### src/rtl/mips_pkg.sv
// Shared definitions for the MIPS memory-access stage.
//   state_t      : FSM states of the memory-access controller
//   WB_REGWRITE  : bit index of RegWrite inside the 2-bit WB control field
//   WB_MEMTOREG  : bit index of MemtoReg inside the 2-bit WB control field
//   DEF_TIMEOUT  : default REQ-cycle limit before an access is aborted
//   DEF_CNT_W    : default timeout counter width (2**DEF_CNT_W > DEF_TIMEOUT)
package mips_pkg;

  typedef enum logic [1:0] {
    IDLE = 2'd0,
    REQ  = 2'd1,
    DONE = 2'd2
  } state_t;

  localparam int WB_REGWRITE = 1;
  localparam int WB_MEMTOREG = 0;

  localparam int DEF_TIMEOUT = 16;
  localparam int DEF_CNT_W   = 5;

endpackage

### src/rtl/mem_access_stage_if.sv
// Data-memory request/acknowledge bus.
//   mem_req   : request, held high for the whole transaction
//   mem_we    : write enable, valid while mem_req = 1
//   mem_addr  : byte address, stable while mem_req = 1
//   mem_wdata : store data, stable while mem_req = 1
//   mem_ack   : single-cycle completion pulse from memory
//   mem_rdata : load data, valid only in the cycle mem_ack = 1
//
// Handshake: the master raises mem_req with stable mem_we/mem_addr/mem_wdata
// and keeps them unchanged until it sees mem_ack = 1 on a rising edge (or it
// gives up); mem_req drops on that same edge. mem_ack is only meaningful
// while mem_req = 1 and is ignored otherwise. A request may be abandoned by
// reset, so the slave must tolerate mem_req dropping without an ack.
interface mem_access_stage_if;

  logic        mem_req;
  logic        mem_we;
  logic [31:0] mem_addr;
  logic [31:0] mem_wdata;
  logic        mem_ack;
  logic [31:0] mem_rdata;

  modport master (
    output mem_req, mem_we, mem_addr, mem_wdata,
    input  mem_ack, mem_rdata
  );

  modport slave (
    input  mem_req, mem_we, mem_addr, mem_wdata,
    output mem_ack, mem_rdata
  );

endinterface

### src/rtl/mem_access_stage_mem_wb_reg.sv
// MEM/WB pipeline register. Loads every cycle; when bubble_i is set it loads
// all zeros instead of the inputs.
//   clk_i, rst_i (async active-low)
//   bubble_i                : load a bubble instead of the inputs
//   WB_i/ReadData_i/ALU_i/RdAddr_i : next MEM/WB contents
//   WB_o/ReadData_o/ALU_o/RdAddr_o : registered MEM/WB contents
module mem_wb_reg (
  input  logic        clk_i,
  input  logic        rst_i,
  input  logic        bubble_i,
  input  logic [1:0]  WB_i,
  input  logic [31:0] ReadData_i,
  input  logic [31:0] ALU_i,
  input  logic [4:0]  RdAddr_i,
  output logic [1:0]  WB_o,
  output logic [31:0] ReadData_o,
  output logic [31:0] ALU_o,
  output logic [4:0]  RdAddr_o
);

  always_ff @(posedge clk_i or negedge rst_i) begin
    if (!rst_i) begin
      WB_o       <= '0;
      ReadData_o <= '0;
      ALU_o      <= '0;
      RdAddr_o   <= '0;
    end else if (bubble_i) begin
      WB_o       <= '0;
      ReadData_o <= '0;
      ALU_o      <= '0;
      RdAddr_o   <= '0;
    end else begin
      WB_o       <= WB_i;
      ReadData_o <= ReadData_i;
      ALU_o      <= ALU_i;
      RdAddr_o   <= RdAddr_i;
    end
  end

endmodule

### src/rtl/mem_access_stage.sv
// MIPS memory-access stage. Runs a registered request/ack transaction with a
// variable-latency data memory for loads/stores, stalls upstream while it is
// in flight, aborts after TIMEOUT REQ cycles, and feeds the MEM/WB register.
//   clk_i, rst_i (async active-low)
//   WB_i, MemRead_i, MemWrite_i, ALU_i, WriteData_i, RdAddr_i : from EX/MEM
//   mem (master)  : data-memory request/ack bus
//   stall_o       : freezes PC, IF/ID, ID/EX, EX/MEM
//   err_o         : sticky timeout flag, cleared only by reset
//   WB_o, ReadData_o, ALU_o, RdAddr_o : MEM/WB register outputs
//   dbg_state_o   : current controller state
module mem_access_stage
  import mips_pkg::*;
#(
  parameter int TIMEOUT = DEF_TIMEOUT,
  parameter int CNT_W   = DEF_CNT_W   // 2**CNT_W must exceed TIMEOUT
) (
  input  logic                clk_i,
  input  logic                rst_i,
  input  logic [1:0]          WB_i,
  input  logic                MemRead_i,
  input  logic                MemWrite_i,
  input  logic [31:0]         ALU_i,
  input  logic [31:0]         WriteData_i,
  input  logic [4:0]          RdAddr_i,
  mem_access_stage_if.master  mem,
  output logic                stall_o,
  output logic                err_o,
  output logic [1:0]          WB_o,
  output logic [31:0]         ReadData_o,
  output logic [31:0]         ALU_o,
  output logic [4:0]          RdAddr_o,
  output state_t              dbg_state_o
);

  state_t             r_state;
  logic [CNT_W-1:0]   r_cnt;
  logic               r_err;
  logic               r_req;
  logic               r_we;
  logic [31:0]        r_addr;
  logic [31:0]        r_wdata;
  logic [31:0]        r_rbuf;

  logic               w_mem_op;
  logic               w_stall;
  logic [31:0]        w_rdata_in;

  assign w_mem_op = MemRead_i | MemWrite_i;

  // Gated by reset so that nothing upstream is frozen while the stage is held.
  assign w_stall = rst_i && ((r_state == REQ) || ((r_state == IDLE) && w_mem_op));

  // Only DONE forwards the captured read data; a plain ALU op writes back 0.
  assign w_rdata_in = (r_state == DONE) ? r_rbuf : 32'd0;

  always_ff @(posedge clk_i or negedge rst_i) begin
    if (!rst_i) begin
      r_state <= IDLE;
      r_cnt   <= '0;
      r_err   <= 1'b0;
      r_req   <= 1'b0;
      r_we    <= 1'b0;
      r_addr  <= '0;
      r_wdata <= '0;
      r_rbuf  <= '0;
    end else begin
      unique case (r_state)
        IDLE: begin
          if (w_mem_op) begin
            r_req   <= 1'b1;
            r_we    <= MemWrite_i;   // both bits set means store
            r_addr  <= ALU_i;
            r_wdata <= WriteData_i;
            r_cnt   <= '0;
            r_state <= REQ;
          end
        end
        REQ: begin
          if (mem.mem_ack) begin
            r_req   <= 1'b0;
            r_rbuf  <= r_we ? 32'd0 : mem.mem_rdata;
            r_state <= DONE;
          end else if (r_cnt == CNT_W'(TIMEOUT - 1)) begin
            r_req   <= 1'b0;
            r_err   <= 1'b1;
            r_rbuf  <= 32'd0;
            r_state <= DONE;
          end else begin
            r_cnt <= r_cnt + 1'b1;
          end
        end
        DONE: begin
          r_state <= IDLE;
        end
        default: begin
          r_state <= IDLE;
        end
      endcase
    end
  end

  mem_wb_reg u_mem_wb_reg (
    .clk_i      (clk_i),
    .rst_i      (rst_i),
    .bubble_i   (w_stall),
    .WB_i       (WB_i),
    .ReadData_i (w_rdata_in),
    .ALU_i      (ALU_i),
    .RdAddr_i   (RdAddr_i),
    .WB_o       (WB_o),
    .ReadData_o (ReadData_o),
    .ALU_o      (ALU_o),
    .RdAddr_o   (RdAddr_o)
  );

  assign mem.mem_req   = r_req;
  assign mem.mem_we    = r_we;
  assign mem.mem_addr  = r_addr;
  assign mem.mem_wdata = r_wdata;
  assign stall_o       = w_stall;
  assign err_o         = r_err;
  assign dbg_state_o   = r_state;

endmodule

### src/flat_wrapper.sv
// flat-port wrapper written by rule: the top's interface ports become plain ports
module mem_access_stage_flat import mips_pkg::*;
#(
  parameter int TIMEOUT = DEF_TIMEOUT,
  parameter int CNT_W   = DEF_CNT_W                                  
)
  (clk_i, rst_i, WB_i, MemRead_i, MemWrite_i, ALU_i, WriteData_i, RdAddr_i, stall_o, err_o, WB_o, ReadData_o, ALU_o, RdAddr_o, dbg_state_o, mem_mem_req, mem_mem_we, mem_mem_addr, mem_mem_wdata, mem_mem_ack, mem_mem_rdata);
  mem_access_stage_if mem_i ();
  input  logic clk_i;
  input  logic rst_i;
  input  logic [1:0] WB_i;
  input  logic MemRead_i;
  input  logic MemWrite_i;
  input  logic [31:0] ALU_i;
  input  logic [31:0] WriteData_i;
  input  logic [4:0] RdAddr_i;
  output logic stall_o;
  output logic err_o;
  output logic [1:0] WB_o;
  output logic [31:0] ReadData_o;
  output logic [31:0] ALU_o;
  output logic [4:0] RdAddr_o;
  output state_t dbg_state_o;
  output wire logic [$bits(mem_i.mem_req)-1:0] mem_mem_req;
  output wire logic [$bits(mem_i.mem_we)-1:0] mem_mem_we;
  output wire logic [$bits(mem_i.mem_addr)-1:0] mem_mem_addr;
  output wire logic [$bits(mem_i.mem_wdata)-1:0] mem_mem_wdata;
  input wire logic [$bits(mem_i.mem_ack)-1:0] mem_mem_ack;
  input wire logic [$bits(mem_i.mem_rdata)-1:0] mem_mem_rdata;
  assign mem_mem_req = mem_i.mem_req;
  assign mem_mem_we = mem_i.mem_we;
  assign mem_mem_addr = mem_i.mem_addr;
  assign mem_mem_wdata = mem_i.mem_wdata;
  assign mem_i.mem_ack = mem_mem_ack;
  assign mem_i.mem_rdata = mem_mem_rdata;
  mem_access_stage #(.TIMEOUT(TIMEOUT), .CNT_W(CNT_W)) u_core (.clk_i(clk_i), .rst_i(rst_i), .WB_i(WB_i), .MemRead_i(MemRead_i), .MemWrite_i(MemWrite_i), .ALU_i(ALU_i), .WriteData_i(WriteData_i), .RdAddr_i(RdAddr_i), .mem(mem_i), .stall_o(stall_o), .err_o(err_o), .WB_o(WB_o), .ReadData_o(ReadData_o), .ALU_o(ALU_o), .RdAddr_o(RdAddr_o), .dbg_state_o(dbg_state_o));
endmodule
### config.mk
export PLATFORM = sky130hd
export DESIGN_NAME = mem_access_stage_flat
export DESIGN_NICKNAME = d
export VERILOG_FILES = /design/src/rtl/mips_pkg.sv /design/src/rtl/mem_access_stage_if.sv /design/src/rtl/mem_access_stage_mem_wb_reg.sv /design/src/rtl/mem_access_stage.sv /design/src/flat_wrapper.sv
export SDC_FILE = /design/constraint.sdc
export NUM_CORES = 1
export LEC_CHECK = 0
export ABC_AREA = 1
export CORE_MARGIN = 2
export CORE_UTILIZATION = 44
export CTS_CLUSTER_DIAMETER = 60
export DETAILED_ROUTE_END_ITERATION = 10
export MAX_ROUTING_LAYER = met4
export PLACE_DENSITY = 0.79
export SLEW_MARGIN = 20
export SYNTH_ARGS = -nofsm -noshare
export SYNTH_HDL_FRONTEND = slang
export SYNTH_SLANG_ARGS = --single-unit
### constraint.sdc
create_clock -name clk_i -period 2.1 [get_ports clk_i]
set_clock_uncertainty 0.2 [all_clocks]
set_input_delay 0.21 -clock clk_i [delete_from_list [all_inputs] [get_ports clk_i]]
set_output_delay 0.21 -clock clk_i [all_outputs]
set_load 0.005 [all_outputs]
==> Word level (Yosys, flattened, before mapping) <==
Cells that the tools add are included.
{ "op_classes": {"n_addsub": 1, "n_mul": 0, "div_mod_pow": 0, "magnitude_cmp": 0, "eq_ne": 7, "shifts": 0, "mux": 20, "bitwise": 2, "reduce_logical": 12} }
{ "ops": {"columns": ["op", "count"], "rows": [
  ["two-way mux 32 bit", 6],
  ["two-way mux 5 bit", 4],
  ["one-hot mux 5 bit (2 select lines)", 1],
  ["two-way mux 2 bit", 4],
  ["AND reduction 2 bit", 3],
  ["AND reduction 3 bit", 2],
  ["adder 5 x 1 -> 5 bit, second input constant", 1],
  ["== test 5 x 4 -> 1 bit, second input constant", 1],
  ["!= test 2 bit, second input constant", 2],
  ["one-hot mux 2 bit (2 select lines)", 1],
  ["AND reduction 4 bit", 1],
  ["nonzero test 2 bit", 2],
  ["two-way mux 1 bit", 3],
  ["!= test 3 bit, second input constant", 1],
  ["== test 2 x 1 -> 1 bit, second input constant", 1],
  ["== test 2 bit, second input constant", 1],
  ["logical AND 1 bit", 2],
  ["logical NOT 2 bit", 1],
  ["!= test 2 x 1 -> 1 bit, second input constant", 1],
  ["one-hot mux 1 bit (2 select lines)", 1],
  ["logical OR 1 bit", 1],
  ["NOT 1 bit", 1],
  ["OR 1 bit", 1]
]} }
{ "totals": {"register_bits": 177, "latch_bits": 0, "ramBits": 0, "rom_bits": 0, "output_inout_bits": 141, "wordCells": 54, "n_memories": 0} }

==> Depth between registers and ports, before layout <==
{ "depth": {"word_depth": 5, "mapped_depth": 10, "depth_no_buf": 10} }

==> Hierarchy <==
From an unflattened synthesis, not the netlist that was laid out.
{ "unflattened": {"cells_unflattened": 729, "hier_area_um2": 6944.2} }
{ "modules_own_cells": {"columns": ["module", "instances", "cells_per_inst", "area_each_um2"], "rows": [
  ["mem_access_stage", 1, 508, 4544.4],
  ["mem_wb_reg", 1, 221, 2399.8]
]} }

==> Worst setup path before layout <==
Ideal clock, no wire load.
{ "synth_timing": {"kind": "reg2reg", "from": "reg u_core.r_cnt[0]", "to": "reg u_core.r_rbuf[10]", "setup_time_ps": 76, "arrival_ps": 1419, "required_ps": 1824, "slack_ps": 405, "path_stages_with_launch": 11, "path_buffers": 1, "period_less_slack_ps": 1695, "path_cell_list": "dfrtp_1 ha_1 nand2_1 nor2_1 ha_1 inv_1 nand2_1 nand2_1 inv_2 buf_2 o21ai_1"} }
{ "synth_between": {"elab_chain_cells": 3} }
{ "synth_lines": {"columns": ["item", "line_no", "rtl"], "rows": [
  ["start: declaration", "mem_access_stage.sv:36", "logic [CNT_W-1:0] r_cnt;"],
  ["start signal: assignment", "mem_access_stage.sv:89", "r_cnt <= r_cnt + 1'b1;"],
  ["== test 5 x 4 -> 1 bit", "mem_access_stage.sv:83", "end else if (r_cnt == CNT_W'(TIMEOUT - 1)) begin"],
  ["nonzero test 2 bit (no source line)", null, null],
  ["AND reduction 2 bit (no source line)", null, null],
  ["end signal: assignment", "mem_access_stage.sv:81", "r_rbuf <= r_we ? 32'd0 : mem.mem_rdata;"],
  ["end: declaration", "mem_access_stage.sv:42", "logic [31:0] r_rbuf;"]
]} }
Every way passes these cells.
A chain may end at the register's enable or synchronous reset.

==> Worst setup path in the final report <==
{ "layout_timing": {"from": "reg u_core.r_cnt[1]", "to": "reg u_core.r_cnt[2]"} }
{ "layout_between": {"elab_chain_cells": 4} }
{ "layout_lines": {"columns": ["item", "line_no", "rtl"], "rows": [
  ["adder 5 x 1 -> 5 bit", "mem_access_stage.sv:89", null],
  ["two-way mux 5 bit", "mem_access_stage.sv:83", null],
  ["two-way mux 5 bit", "mem_access_stage.sv:79", "if (mem.mem_ack) begin"],
  ["one-hot mux 5 bit (2 select lines)", "mem_access_stage.sv:67", "unique case (r_state)"]
]} }
Parallel ways exist; a longest one is shown, timed or not. The select of a mux whose other input is x is not followed.

==> impl_metrics.yaml <==
synthesis:
  synth_top_cell_by_area: "dfrtp_1"
  synth_nets: 739
  synth_top_area_frac: 0.694
  synth.distinct_cells: 22
  yosysSeqAreaShare: 0.694
  ys_warn_count: 0
  netlist_instances: 629
  ys_ff_latch: 177
  synth_area_leaders: "dfrtp_1 69%, nand2_1 7.1%, nand3_1 5.3%, inv_1 4.6%, nor2_1 4.3%"
  syn_area_um2: 6390
  post_synth.cell_area_avg_um2: 10.2
critical_path:
  reg2reg_depth: 11
  crit_buf_inv: 2
  cp_data_arrival_time_ns: 2.08
  critPathLaunchType: "register"
  critical_path_class: "reg2reg"
  worstSetupEndpoint: "u_core.r_cnt[2]"
  cpMostUsedCell: "nand2_1"
  critical_path.top_delay_family: "simple AND/OR/NAND/NOR gates"
  crit_path_start: "u_core.r_cnt[1]"
  crit_required_ns: 2.20
  worst-path-stages: 11
  crit_slowest_cell: "dfrtp_1"
  end_kind: "register"
  cp_max_fo: 6
  reg2reg_slack_ns: 0.13
  path_cells: "ha_1, nand2_1, nor2_1, ha_1, inv_1, nand2_1, nand2_1, buf_4, nand2_1, nand2_1, nand2_1"
  worst_r2r_endpoint: "u_core.r_cnt[2]"
  r2r-start: "u_core.r_cnt[1]"
  max_stage_delay_ns: 0.41
clock_tree:
  clk_pin_slew_worst_paths_ns: 0.07
  cts_max_path_buffers: 2
  root_buffer: "clkbuf_16"
  tritoncts: "built"
  htreeDepth: 4
  cts_buffers: 17
  cts.sinks: 177
  post_cts_buffers: 0
  clk_latency_ns: 0.42
detailed_routing:
  drc: 0
  drt_pass1_iterations: 4
  vias: 5106
  drt_iter0_markers: 371
  viasPerCell: 4.75
  ant_nets: 0
  routed_wirelength_mm: 16.1
  wire_per_inst_um: 15.0
pwr:
  p_seq_frac: 0.408
  peakVddDrop_mv: 0.573
  switching_share: 0.311
  p_sw_mw: 3.81
  pwr-share-clk: 0.249
  p_leak_nw: 4.64
  internal-power_mw: 8.46
  comb_power_share: 0.343
  powerDensity_nw_per_um2: 1270
place:
  dp_hpwl_mm: 10.8
  gp_congestion: 0.771
  io_buffers: 248
  dp_slack_ns: 0.0255
finish:
  fill_cells: 1091
  drive_gt1_frac: 0.0607
  fin_nets: 987
  multi_input_area_um2: 1490
  syn2layout_area_growth_pct: 51.5
  diodes: 0
  regArea_um2: 4430
global_route:
  groute.usage.overall: 0.222
  grt_max_degree: 178
  first_global_vias: 4990
  antenna_found_initial: 0
  grt_pass1_wl_mm: 26.3
  grt-ovfl-total: 0
sta:
  rsz0062_at_grt: "false"
  slew_viol_final: 0
  final.min_clock_period_ns: 1.97
  hold_viol_final: 0
  min_period_over_period: 0.940
  relSlewSlack: 0.408
  fin_tns_setup_ns: 0
  timing.fmax_mhz: 506
  worstMarginPinSlew_ns: 0.888
  setup_viol: 0
  fin_ws_ns: 0.126
die:
  core_region_area_um2: 14400
  num_rows: 44
  dieArea_um2: 15500
  die_h_um: 124
  initial_core_util: 0.444
  die_w_um: 124
  pin_count: 249
hold_path:
  hold_path_class: "in2reg"
  hold_start: "RdAddr_i[2]"
status:
  outcome: "complete, no violations"
flow_run:
  max_cap_viol_count: 0
-- sequential cells by signal (all words and copies together) (netlist names) --
signal / count
u_core.r_cnt: 5
u_core.u_mem_wb_reg.RdAddr_o: 5
u_core.u_mem_wb_reg.WB_o: 2
u_core.err_o: 1
u_core.u_mem_wb_reg.ALU_o: 32
u_core.mem.mem_we: 1
u_core.r_rbuf: 32
u_core.u_mem_wb_reg.ReadData_o: 32
u_core.mem.mem_req: 1
u_core.mem.mem_addr: 32
u_core.mem.mem_wdata: 32
u_core.dbg_state_o: 2
-- cells in the mapped netlist --
master,instances
inv_1,78
clkbuf_2,1
nor2_2,1
or2_2,1
ha_1,2
inv_2,3
nor2_1,74
nand2_4,1
or2_1,1
dfrtp_1,177
clkbuf_1,8
a21boi_1,1
buf_2,19
o21ai_1,30
nand2_1,120
nand4_1,1
nand3_1,68
buf_1,3
a31o_2,1
or2_0,1
buf_6,3
o21ai_0,35
-- kinds of logic after synthesis --
group,after synthesis,synth area share
AND/OR/NAND/NOR,268,0.174
flip-flops,177,0.694
buffers and inverters,115,0.0750
AO/OA/AOI/OAI,67,0.0535
adder cells (fa/ha/maj),2,0.00392
-- final cells by class --
type / instances / share of cell area
inverter: 81 / 0.0317
timing repair buffer: 263 / 0.274
tap: 184 / 0.0238
sequential: 177 / 0.458
multi-input combinational: 337 / 0.154
clock buffer: 22 / 0.0490
clock inverter: 10 / 0.0102
-- cell usage in the layout (no fill, tap or decap), drive strengths merged --
cell type      count
clkinvlp           2
dfrtp            177
dlygate4sd3        1
nand4              1
nor2              75
o21ai             65
or2                3
a21boi             1
inv               84
bufinv             1
ha                 2
a31o               1
clkdlybuf4s50    246
nand3             68
buf               15
dlygate4sd2        1
clkinv             4
clkbuf            22
nand2            121
-- per-stage QoR --
stage / hold WS [ns] / instances / cell area (um2) / util / power (mW)
finish: 0.106 / 1074 / 9680 / 0.674 / 12.3
global route: 0.0997 / 1074 / 9680 / 0.674 / 13.1
CTS: 0.0817 / 1074 / 9680 / 0.673 / 12.4
floorplan: -0.286 / 629 / 6390 / - / 6.80
detailed placement: 0.257 / 1041 / 9090 / 0.633 / 9.30
global placement: 0.253 / 1041 / 9090 / 0.633 / 9.17
-- what timing repair did --
action | in CTS | in global routing
setup endpoints to repair | 1 | 33
hold buffers | 1 | 0
hold endpoints to repair | 177 | 0
resized for setup | 1 | 2
-- power groups by stage --
stage / Clock, mW / Combinational (mW) / Sequential [mW]
after detailed placement: 0 / 4.25 / 5.06
after global placement: 0 / 4.17 / 5.00
after CTS: 3.11 / 4.28 / 5.01
after global routing: 3.28 / 4.66 / 5.13
final: 3.06 / 4.21 / 5.01
after floorplan: 0 / 1.69 / 5.10
-- how the worst min path moves through the flow --
stage                                      end  slack (ns)  depth (start not counted)
2_1_floorplan            u_core.dbg_state_o[0]       -0.29                          0
3_3_place_gp          u_core.mem.mem_wdata[29]        0.25                          2
3_5_place_dp          u_core.mem.mem_wdata[24]        0.26                          2
4_1_cts            u_core.u_mem_wb_reg.WB_o[1]        0.08                          3
5_1_grt        u_core.u_mem_wb_reg.RdAddr_o[4]         0.1                          3
6_report       u_core.u_mem_wb_reg.RdAddr_o[2]        0.11                          3
-- tightest hold or removal path: stages --
cell and delay, ns:
clkdlybuf4s50_1 0.40, inv_1 0.05, nor2_1 0.04
-- metal layers --
metal | global-route usage | share of wire
met4 | 0.0707 | 0.018
met2 | 0.337 | 0.47
met1 | 0.282 | 0.43
met5 | - | 0
met3 | 0.0760 | 0.077
(Power assumes the default switching activity.)
